**config.mk**
```make
export PLATFORM = sky130hd
export DESIGN_NAME = qbus_dma_seq
export DESIGN_NICKNAME = d
export VERILOG_FILES = /design/src/rtl/qbus_dma_seq_pkg.sv /design/src/rtl/qbus_dma_seq_sync.sv /design/src/rtl/qbus_dma_seq.sv
export SDC_FILE = /design/constraint.sdc
export NUM_CORES = 1
export LEC_CHECK = 0
export CAP_MARGIN = 0
export CORE_MARGIN = 2
export CORE_UTILIZATION = 49
export DETAILED_ROUTE_END_ITERATION = 12
export MAX_ROUTING_LAYER = met4
export PLACE_DENSITY_LB_ADDON = 0.05
export SLEW_MARGIN = 20
export SYNTH_ARGS = -nofsm -noshare
export SYNTH_HDL_FRONTEND = slang
export SYNTH_SLANG_ARGS = --single-unit
```
**constraint.sdc**
```tcl
create_clock -name PIN_CLK -period 2.02 [get_ports PIN_CLK]
set_input_delay 0.303 -clock PIN_CLK [delete_from_list [all_inputs] [get_ports PIN_CLK]]
set_output_delay 0.303 -clock PIN_CLK [all_outputs]
set_load 0.01 [all_outputs]
```
**src/rtl/qbus_dma_seq_pkg.sv**
```systemverilog
// Shared types and defaults for the central-QBUS DMA / vector-acknowledge sequencer.
package qbus_dma_seq_pkg;

    typedef enum logic [2:0] {
        ST_IDLE  = 3'd0,
        ST_REQ   = 3'd1,
        ST_GRANT = 3'd2,
        ST_ADDR  = 3'd3,
        ST_DATA  = 3'd4,
        ST_WAIT  = 3'd5,
        ST_END   = 3'd6,
        ST_VEC   = 3'd7
    } qdma_state_e;

    localparam int TSET_DEF = 2;
    localparam int TOUT_DEF = 255;

endpackage

```
**src/rtl/qbus_dma_seq_sync.sv**
```systemverilog
// Two-flop synchronizer, parameterized width; resets to RST_VAL (bus-idle levels).
module qdma_sync #(
    parameter int             W       = 1,
    parameter logic [W-1:0]   RST_VAL = '1
) (
    input  logic         clk_i,
    input  logic         rst_ni,
    input  logic [W-1:0] d_i,
    output logic [W-1:0] q_o
);

    logic [W-1:0] meta_q;
    logic [W-1:0] sync_q;

    always_ff @(posedge clk_i or negedge rst_ni) begin
        if (!rst_ni) begin
            meta_q <= RST_VAL;
            sync_q <= RST_VAL;
        end else begin
            meta_q <= d_i;
            sync_q <= meta_q;
        end
    end

    assign q_o = sync_q;

endmodule

```
**src/rtl/qbus_dma_seq.sv**
```systemverilog
// Central-QBUS sequencer: DMA word transfers, vector acknowledge and bridge strobes.
// Optional RPLY timeout with dma_err is built when QDMA_TIMEOUT_EN is defined.
module qbus_dma_seq
    import qbus_dma_seq_pkg::*;
#(
    parameter int TSET = TSET_DEF,
    parameter int TOUT = TOUT_DEF
) (
    input  logic        PIN_CLK,
    input  logic        PIN_nRESET,
    input  logic        dma_req,
    input  logic        dma_wr,
    output logic        dma_ack,
    output logic        dma_err,
    input  logic        irq_req,
    output logic        irq_ack,
    output logic        PIN_nDMR,
    output logic        PIN_nSACK,
    output logic        PIN_nSYNC,
    output logic        PIN_nDIN,
    output logic        PIN_nDOUT,
    output logic        PIN_nVIRQ,
    output logic        PIN_nIAKO,
    output logic        PIN_nRPLYO,
    input  logic        PIN_nDMGI,
    input  logic        PIN_nRPLY,
    input  logic        PIN_nDINI,
    input  logic        PIN_nIAKI,
    input  logic        PIN_nSYNCI,
    output logic        PIN_nDLA,
    output logic        PIN_nDLD,
    output logic        PIN_nCLD,
    output logic        PIN_nDLV,
    output qdma_state_e dbg_state_o
);

    localparam logic [2:0] TSET_M1 = 3'(TSET - 1);

    logic dmgi_s, rply_s, dini_s, iaki_s, synci_s;

    qdma_sync #(.W(5), .RST_VAL(5'b11111)) u_sync (
        .clk_i  (PIN_CLK),
        .rst_ni (PIN_nRESET),
        .d_i    ({PIN_nDMGI, PIN_nRPLY, PIN_nDINI, PIN_nIAKI, PIN_nSYNCI}),
        .q_o    ({dmgi_s, rply_s, dini_s, iaki_s, synci_s})
    );

    qdma_state_e state_q, state_d, ret_q, ret_d;
    logic [2:0]  cnt_q, cnt_d;
    logic        sub_q, sub_d;
    logic        wr_q, wr_d;
    logic        virq_q, virq_d;
    logic        dma_ack_q, dma_ack_d;
    logic        irq_ack_q, irq_ack_d;
    logic        iak;

`ifdef QDMA_TIMEOUT_EN
    localparam logic [7:0] TOUT_LAST = 8'(TOUT - 1);
    logic [7:0] tout_q, tout_d;
    logic       err_q, err_d;
    logic       dma_err_q, dma_err_d;
`endif

    // A vector cycle is ours only while our own request is on the bus.
    assign iak = !dini_s && !iaki_s && virq_q;

    always_ff @(posedge PIN_CLK or negedge PIN_nRESET) begin
        if (!PIN_nRESET) begin
            state_q   <= ST_IDLE;
            ret_q     <= ST_IDLE;
            cnt_q     <= '0;
            sub_q     <= 1'b0;
            wr_q      <= 1'b0;
            virq_q    <= 1'b0;
            dma_ack_q <= 1'b0;
            irq_ack_q <= 1'b0;
`ifdef QDMA_TIMEOUT_EN
            tout_q    <= '0;
            err_q     <= 1'b0;
            dma_err_q <= 1'b0;
`endif
        end else begin
            state_q   <= state_d;
            ret_q     <= ret_d;
            cnt_q     <= cnt_d;
            sub_q     <= sub_d;
            wr_q      <= wr_d;
            virq_q    <= virq_d;
            dma_ack_q <= dma_ack_d;
            irq_ack_q <= irq_ack_d;
`ifdef QDMA_TIMEOUT_EN
            tout_q    <= tout_d;
            err_q     <= err_d;
            dma_err_q <= dma_err_d;
`endif
        end
    end

    always_comb begin
        state_d   = state_q;
        ret_d     = ret_q;
        cnt_d     = cnt_q;
        sub_d     = sub_q;
        wr_d      = wr_q;
        virq_d    = irq_req;
        dma_ack_d = 1'b0;
        irq_ack_d = 1'b0;
`ifdef QDMA_TIMEOUT_EN
        tout_d    = '0;
        err_d     = err_q;
        dma_err_d = 1'b0;
`endif
        case (state_q)
            ST_IDLE: begin
                cnt_d = '0;
                sub_d = 1'b0;
                if (iak) begin
                    state_d = ST_VEC;
                    ret_d   = ST_IDLE;
                end else if (dma_req) begin
                    state_d = ST_REQ;
                    wr_d    = dma_wr;
                end
            end
            ST_REQ: begin
                cnt_d = '0;
                sub_d = 1'b0;
                if (iak) begin
                    state_d = ST_VEC;
                    ret_d   = ST_REQ;
                end else if (!dmgi_s && synci_s && rply_s) begin
                    state_d = ST_GRANT;
                end
            end
            ST_GRANT: begin
                state_d = ST_ADDR;
                cnt_d   = '0;
                sub_d   = 1'b0;
`ifdef QDMA_TIMEOUT_EN
                err_d   = 1'b0;
`endif
            end
            // TSET cycles of address setup, then one cycle with SYNC low and nDLA still held.
            ST_ADDR: begin
                if (sub_q) begin
                    state_d = ST_DATA;
                    cnt_d   = '0;
                    sub_d   = 1'b0;
                end else if (cnt_q == TSET_M1) begin
                    sub_d = 1'b1;
                end else begin
                    cnt_d = cnt_q + 3'd1;
                end
            end
            ST_DATA: begin
                if (!wr_q || cnt_q == TSET_M1) begin
                    state_d = ST_WAIT;
                    cnt_d   = '0;
                end else begin
                    cnt_d = cnt_q + 3'd1;
                end
            end
            // The RPLY detect cycle counts as the first deskew cycle.
            ST_WAIT: begin
                if (sub_q || !rply_s) begin
                    if (cnt_q == TSET_M1) begin
                        state_d = ST_END;
                        sub_d   = 1'b0;
                        cnt_d   = '0;
                    end else begin
                        sub_d = 1'b1;
                        cnt_d = cnt_q + 3'd1;
                    end
                end
`ifdef QDMA_TIMEOUT_EN
                else if (tout_q == TOUT_LAST) begin
                    state_d = ST_END;
                    err_d   = 1'b1;
                end else begin
                    tout_d = tout_q + 8'd1;
                end
`endif
            end
            ST_END: begin
                if (rply_s) begin
                    state_d   = ST_IDLE;
                    dma_ack_d = 1'b1;
`ifdef QDMA_TIMEOUT_EN
                    dma_err_d = err_q;
`endif
                end
            end
            ST_VEC: begin
                virq_d = virq_q;
                if (dini_s) begin
                    state_d   = ret_q;
                    virq_d    = 1'b0;
                    irq_ack_d = 1'b1;
                    cnt_d     = '0;
                    sub_d     = 1'b0;
                end else if (!sub_q) begin
                    if (cnt_q == TSET_M1) begin
                        sub_d = 1'b1;
                    end else begin
                        cnt_d = cnt_q + 3'd1;
                    end
                end
            end
            default: state_d = ST_IDLE;
        endcase
    end

    assign PIN_nDMR   = !(state_q == ST_REQ);
    assign PIN_nSACK  = !(state_q inside {ST_GRANT, ST_ADDR, ST_DATA, ST_WAIT, ST_END});
    assign PIN_nSYNC  = !((state_q == ST_ADDR && sub_q) || (state_q inside {ST_DATA, ST_WAIT, ST_END}));
    assign PIN_nDLA   = !(state_q == ST_ADDR);
    assign PIN_nDIN   = !(!wr_q && (state_q inside {ST_DATA, ST_WAIT}));
    assign PIN_nCLD   = !(!wr_q && (state_q inside {ST_DATA, ST_WAIT}));
    assign PIN_nDLD   = !(wr_q && (state_q inside {ST_DATA, ST_WAIT}));
    assign PIN_nDOUT  = !(wr_q && state_q == ST_WAIT);
    assign PIN_nVIRQ  = !virq_q;
    assign PIN_nDLV   = !(state_q == ST_VEC);
    assign PIN_nRPLYO = !(state_q == ST_VEC && sub_q);
    assign PIN_nIAKO  = !(!iaki_s && !virq_q && state_q != ST_VEC);

    assign dma_ack     = dma_ack_q;
    assign irq_ack     = irq_ack_q;
    assign dbg_state_o = state_q;
`ifdef QDMA_TIMEOUT_EN
    assign dma_err = dma_err_q;
`else
    assign dma_err = 1'b0;
`endif

endmodule
```
---- Word level (Yosys, flattened, before mapping) ----
Cells that the tools add are included.
word-level totals
  output and inout bits ................... 18
  bits in registers ....................... 24
  bits of input ports ..................... 10
  logic and storage cells ................. 110
operators by class
  reductions and logical operators ........ 43
  muxes and demuxes ....................... 35
  bitwise logic cells ..................... 1
  add/subtract/negate cells ............... 1
  eq/ne operators ......................... 20
operators by type and width
  cell                                                   count
  two-way mux 3 bit                                      19
  one-hot mux 3 bit (8 select lines)                     1
  zero test 1 bit                                        16
  one-hot mux 3 bit (5 select lines)                     1
  equality test 3 bit, second input constant             4
  two-way mux 1 bit                                      12
  inequality test 2 bit, second input constant           6
  logical AND 1 bit                                      11
  nonzero test 5 bit                                     2
  inequality test 3 bit, second input constant           3
  AND reduction 3 bit                                    3
  AND reduction 8 bit                                    1
  equality test 3 x 1 -> 1 bit, second input constant    2
  equality test 3 x 2 -> 1 bit, second input constant    2
  one-hot mux 3 bit (2 select lines)                     1
  inequality test 2 x 1 -> 1 bit, second input constant  2
  one-hot mux 1 bit (4 select lines)                     1
  nonzero test 2 bit                                     2
  nonzero test 4 bit                                     1
  adder 3 x 1 -> 3 bit, second input constant            1
  zero test 3 bit                                        1
  logical OR 1 bit                                       3
  inequality test 3 x 2 -> 1 bit, second input constant  1
  nonzero test 3 bit                                     1
  other kinds (3)                                        3

---- Depth between registers and ports, before layout ----
Gate-level depths: netlist of the first run.
  depth after elaboration ................. 6
  mapped depth ............................ 8
  gate-level depth less buffers ........... 8

---- Cells and area by module ----
A second synthesis of the first run with hierarchy kept.
second synthesis, totals
  cells, all modules ...................... 127
  area total of the unflattened synthesis .. 1227.4 sq um
by module, submodules not included
  module        cells each  area an instance (sq um)  times used
  qbus_dma_seq  117         964.7                     1
  qdma_sync     10          262.8                     1

---- Worst setup path before layout of the first run ----
No wires, ideal clock.
  path kind ............................... reg-to-reg
  start point ............................. register cnt_q[1]
  end point ............................... register cnt_q[0]
  stages on the path, launching flop included .. 8
  arrival ................................. 1526 ps
  slack ................................... 428 ps
  setup time .............................. 66 ps
  cell sequence ........................... dfrtp_1 inv_1 ha_1 and2b_1 inv_1 ha_1 o32ai_1 a22o_1
between the ends
  word-level cells in the longest chain between the ends .. 5
  elaborated cells between the ends (all ways) .. 10
  classes of those cells .................. 1 x eq/ne; 8 x mux; 1 x reduce/logical
RTL lines
  what                                    RTL line             RTL
  start, declared                         qbus_dma_seq.sv:49   logic [2:0] cnt_q, cnt_d;
  start signal, assigned                  qbus_dma_seq.sv:85   cnt_q <= cnt_d;
  equality test 3 x 1 -> 1 bit (*)        n/a
  two-way mux 3 bit (3 in a row)          n/a
  one-hot mux 3 bit (5 select lines) (*)  qbus_dma_seq.sv:113  case (state_q)
Mark *: on every way between the ends. The rest lies on a longest branch, timed or not. The select of a mux whose other input is x is not followed.
A chain may end at the register's enable or synchronous reset.

---- Worst setup path in the final report of the first run ----
  start point ............................. register state_q[0], in the netlist dbg_state_o[0]
  end point ............................... output PIN_nIAKO
between the ends
  word-level cells in the longest chain between the ends .. 3
RTL lines
  what                    RTL line             RTL
  start, declared         qbus_dma_seq.sv:48   qdma_state_e state_q, state_d, ret_q, ret_d;
  start signal, assigned  qbus_dma_seq.sv:83   state_q <= state_d;
  inequality test 3 bit   qbus_dma_seq.sv:224  assign PIN_nIAKO = !(!iaki_s && !virq_q && state_q != ST_VEC);
  logical AND 1 bit       qbus_dma_seq.sv:224
  zero test 1 bit         qbus_dma_seq.sv:224
  end, declared           qbus_dma_seq.sv:23   output logic PIN_nIAKO,
Every way passes these cells.

==> reports/results.ini, run 1 <==
[route]
vias = 1014
drt_iter0_drc = 21
totalWireLength_um = 2520
routed_via_density = 5.54
drc = 0
antenna_left = 0
drt-wirelength-per-cell_um = 13.8
firstDrtPassIters = 5

[worst_setup_path]
path_cells = and2_4 -> nand2_1 -> nand2_1 -> clkdlybuf4s50_1
worst-endpoint-required_ns = 1.72
critPathCaptureType = output port
critPathMaxStageDelay_ns = 0.53
crit_cells = 4
critPathKind = reg2out
crit_top_cell = nand2_1
reg2regPathDepth = 8
slowest_stage = clkdlybuf4s50_1
cp_num_buf_inv = 1
path_delay_family = buffers and inverters
path_max_fanout = 6
startpoint_type = register
arrival_ns = 1.64

[final_layout]
final_nets = 167
final_core_util_pct = 65.8
diodes = 0
nFillCells = 193
synthToLayoutAreaGrowth_pct = 27.3
final_layout_size_suffix_gt1_share_pct = 24.2
layout_common_cells = 24 x clkdlybuf4s50_1, 11 x dfrtp_1, 10 x nand2_1, 10 x dfstp_2, 8 x inv_1
final_common_cell = clkdlybuf4s50_1

[grt]
grt_pass1_vias = 907
grt_pass1_wl_um = 4190
grt_max_degree = 23
grtUsageTotal_pct = 20.7
antenna_found_initial = 0
overflow = 0

[clock_network]
root_buffer = clkbuf_4
clk_pin_slew_ns = 0.12
numCtsBuffers = 3
htreeDepth = 1
numClockSinks = 22
clk_path_buf_depth = 2
ctsHoldBuffers = 0
insertion_delay_ns = 0.32
cts_tree = built

[pwr]
p_per_area_nw_per_um2 = 1340
ir_drop_mv = 0.753
p_leak_nw = 0.691

[synthesis]
synth_top_family_by_area = simple AND/OR/NAND/NOR gates
ys_warn_count = 0
avgSynthCellArea_sq_um = 10.3
synthTopCellsByArea = dfrtp_1 24%, dfstp_2 21%, nand2_1 3.3%
synth_compound_area_share_pct = 15.6
synth_cell_types = 48
ys.flop_type = dfrtp_1
synth_edf_count = 0
synth_top_area_cell = dfrtp_1
synth_seq_cells = 22
synth_fa_ha_area_share_pct = 2.96
synth_xor_area_share_pct = 0
synthArstFlopShare_pct = 100
synth.area.mux_share_pct = 1.78
ys_seq_area_share_pct = 44.4
syn-num-nets = 136
yosys.area_share.simple_pct = 29.2
syn_area_sq_um = 1270
synth_top_area_share_pct = 23.7
syn_inst = 123

[timing]
final_hold_viol_count = 0
finClkSkew_ns = 0.00904
fin_crit_ns = 1.95
setup_viol = 0
worst_slack_ns = 0.0737
fmax_mhz = 514
min_period_over_period_pct = 96.4
slew_violations = 0

[outcome]
status = finished clean

[floorplan]
start_util_pct = 51.7
die_h_um = 54.9
floorplan.rows = 18
die_w_um = 54.9
core_sq_um = 2450
ios = 28
die-area_sq_um = 3010

[job]
max_cap_violations = 0

[placement]
portBuffers = 26
place_ws_ns = 0.297
place_congestion = 0.857
hpwl_um = 1840

[min_path]
worstHoldPathType = in2async

## area by class of cell
class                      count  area (sq um)  share of cell area, %
clock buffer                   4          26.3                   1.63
sequential                    22           564                   34.9
timing repair buffer          33           318                   19.7
tap                           30          37.5                   2.32
inverter                       8          30.0                   1.86
multi-input combinational     86           639                   39.6
## per-layer routing
layer / GRT usage [%] / vias up / routed length (um)
met5: - / - / 0
met4: 8.75 / 0 / 51
met3: 3.83 / 5 / 156
met2: 31.2 / 40 / 1180
met1: 27.4 / 471 / 1140
li1: - / 498 / -
## sequential cells by signal, summed over array words and instances (netlist names)
register / flops
u_sync.q_o: 5
ret_q: 1
virq_q: 1
u_sync.meta_q: 5
cnt_q: 3
dma_ack: 1
sub_q: 1
dbg_state_o: 3
wr_q: 1
irq_ack: 1
## synthesized netlist by cell type, drive strengths merged (5+ instances only)
master   n
nor2     7
dfstp   10
nor3     6
nand2b   6
dfrtp   12
nand2   11
o21ai    5
buf      6
inv      8
## cells by family after synthesis
kind of cell	count (synthesis)
other cells	1
compound gates	26
buf+inv	15
flops	22
fa+ha+maj	3
mux	2
simple gates	54
## path summary, 6_finish.rpt
check                                        endpoint  slack (ns)                        from
max in group asynchronous  u_sync.meta_q[3]$_DFF_PN1_        1.42                  PIN_nRESET
max reg2reg                      cnt_q[0]$_DFFE_PN0P_        0.27        cnt_q[1]$_DFFE_PN0P_
min in group PIN_CLK          u_sync.q_o[0]$_DFF_PN1_        0.36  u_sync.meta_q[0]$_DFF_PN1_
min reg2reg                   u_sync.q_o[0]$_DFF_PN1_        0.36  u_sync.meta_q[0]$_DFF_PN1_
max                                         PIN_nIAKO        0.07  dbg_state_o[0]$_DFFE_PN0P_
min                              cnt_q[0]$_DFFE_PN0P_        0.31                  PIN_nRESET
## repair_timing
action	in CTS	in global routing
setup buffers	0	1
gates resized for setup	5	2
gates cloned	0	0
setup endpoints to repair	3	6
## where the power goes
| group | internal, mW | switching, mW | total (mW) |
|---|---|---|---|
| combinational | 0.665 | 0.653 | 1.32 |
| sequential | 0.539 | 0.0948 | 0.634 |
| clock | 0.0773 | 0.131 | 0.209 |
| total | 1.28 | 0.879 | 2.16 |
## metrics by stage
stage,instance area [sq um],cells,hold WS (ns),power (mW),TNS (ns)
after detailed placement,1570,178,0.347,1.93,0
after floorplan,1270,123,0.00741,1.48,0
final,1620,183,0.315,2.16,0
after global placement,1570,178,0.346,1.91,0
after CTS,1600,182,0.313,2.16,0
after global routing,1620,183,0.354,2.35,-0.00436
## worst register-to-register path, cell delays in order (launching register included)
cell and delay [ns]:
dfrtp_1 0.41, inv_1 0.08, ha_1 0.17, and2b_1 0.23
inv_1 0.10, ha_1 0.18, a32oi_1 0.16, o32ai_1 0.11
a22o_1 0.20
Note: power is estimated with default switching activity, not from simulation.
==> run 2: changes to the inputs <==
Settings changed: CORE_MARGIN 2 to not set.
==> run 2 against run 1 <==
Against the previous run:
- clock power grew 15%
- clock skew shrank 0.0082 ns
- sequential share of layout area shrank 0.59 points
- register-to-register slack is essentially flat
- largest power group unchanged
- largest cell class unchanged
- setup slack gained 0.033 ns
- final cell count grew 1.1%
- critical endpoint is now PIN_nDIN
==> reports/results.ini, run 2 (synthesis gave the netlist of run 1 again) <==
[final_layout]
layoutNonFillerInstCount = 185
final_layout_size_suffix_gt1_share_pct = 27.1
diodes = 0
synthToLayoutAreaGrowth_pct = 29.8
final_core_util_pct = 67.1
layout_common_cells = 20 x clkdlybuf4s50_1, 10 x dfrtp_1, 10 x dfstp_2, 9 x nand2_1, 9 x buf_4
final_nets = 169
final_common_cell = clkdlybuf4s50_1
final_area_sq_um = 1650

[worst_setup_path]
slowest_stage = clkdlybuf4s50_1
reg2regPathDepth = 8
path_max_fanout = 12
cp_num_buf_inv = 2
critPathKind = reg2out
startpoint_type = register
crit_cells = 4
arrival_ns = 1.61
critPathCaptureType = output port
worst-endpoint-required_ns = 1.72
critPathMaxStageDelay_ns = 0.47
path_delay_family = buffers and inverters
path_cells = buf_4 -> nor2b_2 -> nand2b_1 -> clkdlybuf4s50_1

[timing]
setup_viol = 0
rsz0062_at_grt = false
slew_violations = 0
min_period_over_period_pct = 94.7
worst_slack_ns = 0.107
tns_ns = 0
fmax_mhz = 523
worst_hold_slack_ns = 0.353
fin_crit_ns = 1.91
final_hold_viol_count = 0
finClkSkew_ns = 0.000817

[route]
firstDrtPassIters = 4
drt_iter0_drc = 17
totalWireLength_um = 2590
routed_via_density = 5.70
drt-wirelength-per-cell_um = 14.0
antenna_left = 0
drc = 0
vias = 1054

[grt]
met2_usage_pct = 35.2
busiest_layer = met2
antenna_found_initial = 0
grt.met1_usage_pct = 28.9
grt_max_degree = 23
grtUsageTotal_pct = 22.6
grt_pass1_vias = 981
grt_pass1_wl_um = 4430
use_met3_pct = 4.31
overflow = 0

[job]
max_cap_violations = 0

[clock_network]
numClockSinks = 22
numCtsBuffers = 3
htreeDepth = 1
cts_tree = built
insertion_delay_ns = 0.30
clk_pin_slew_ns = 0.12
clk_path_buf_depth = 2
root_buffer = clkbuf_4

[pwr]
ir_drop_mv = 0.860
p_per_area_nw_per_um2 = 1350
p_total_mw = 2.22
p_leak_nw = 0.705

[placement]
place_area_sq_um = 1570
placed_cells = 178
place_ws_ns = 0.224
hpwl_um = 1880
portBuffers = 26
place_congestion = 0.870

[outcome]
status = finished clean

[floorplan]
die-area_sq_um = 2800
die_w_um = 52.9
die_h_um = 52.9
start_util_pct = 51.7
ios = 28
core_sq_um = 2450
floorplan.rows = 18

[min_path]
worstHoldPathType = in2async

[run 2: cell type report]
cell class	instances	area, sq um
fillers	202	808
multi-input cells	86	642
flip-flops and latches	22	566
inverters	8	30.0
well taps	30	37.5
repair buffers	35	335
clock buffers	4	36.3
[run 2: final timing paths]
kind                                                  from                          to  slack [ns]
worst max-delay path            dbg_state_o[1]$_DFFE_PN0P_                    PIN_nDIN        0.11
worst min-delay path                            PIN_nRESET            wr_q$_DFFE_PN0P_        0.35
worst max register to register        cnt_q[1]$_DFFE_PN0P_        cnt_q[0]$_DFFE_PN0P_        0.27
worst min register to register  u_sync.meta_q[4]$_DFF_PN1_     u_sync.q_o[4]$_DFF_PN1_        0.37
max in group asynchronous                       PIN_nRESET  u_sync.meta_q[0]$_DFF_PN1_        1.40
min in group PIN_CLK            u_sync.meta_q[4]$_DFF_PN1_     u_sync.q_o[4]$_DFF_PN1_        0.37
[run 2: routing by layer]
metal	vias up	wire length [um]	part of all wire, %
li1	505	-	-
met1	520	1180	46
met2	27	1260	48
met3	2	136	5.3
met4	0	15	0.58
met5	-	0	0
[run 2: timing repair]
action                     CTS  global route
hold buffers                 0             0
gates resized for setup      5             7
setup buffers                3             0
setup endpoints to repair    4             7
[run 2: report_power, final]
part,internal [mW],switching (mW),leakage (nW)
clock network,0.110,0.130,0.0210
registers,0.541,0.101,0.257
logic,0.673,0.664,0.426
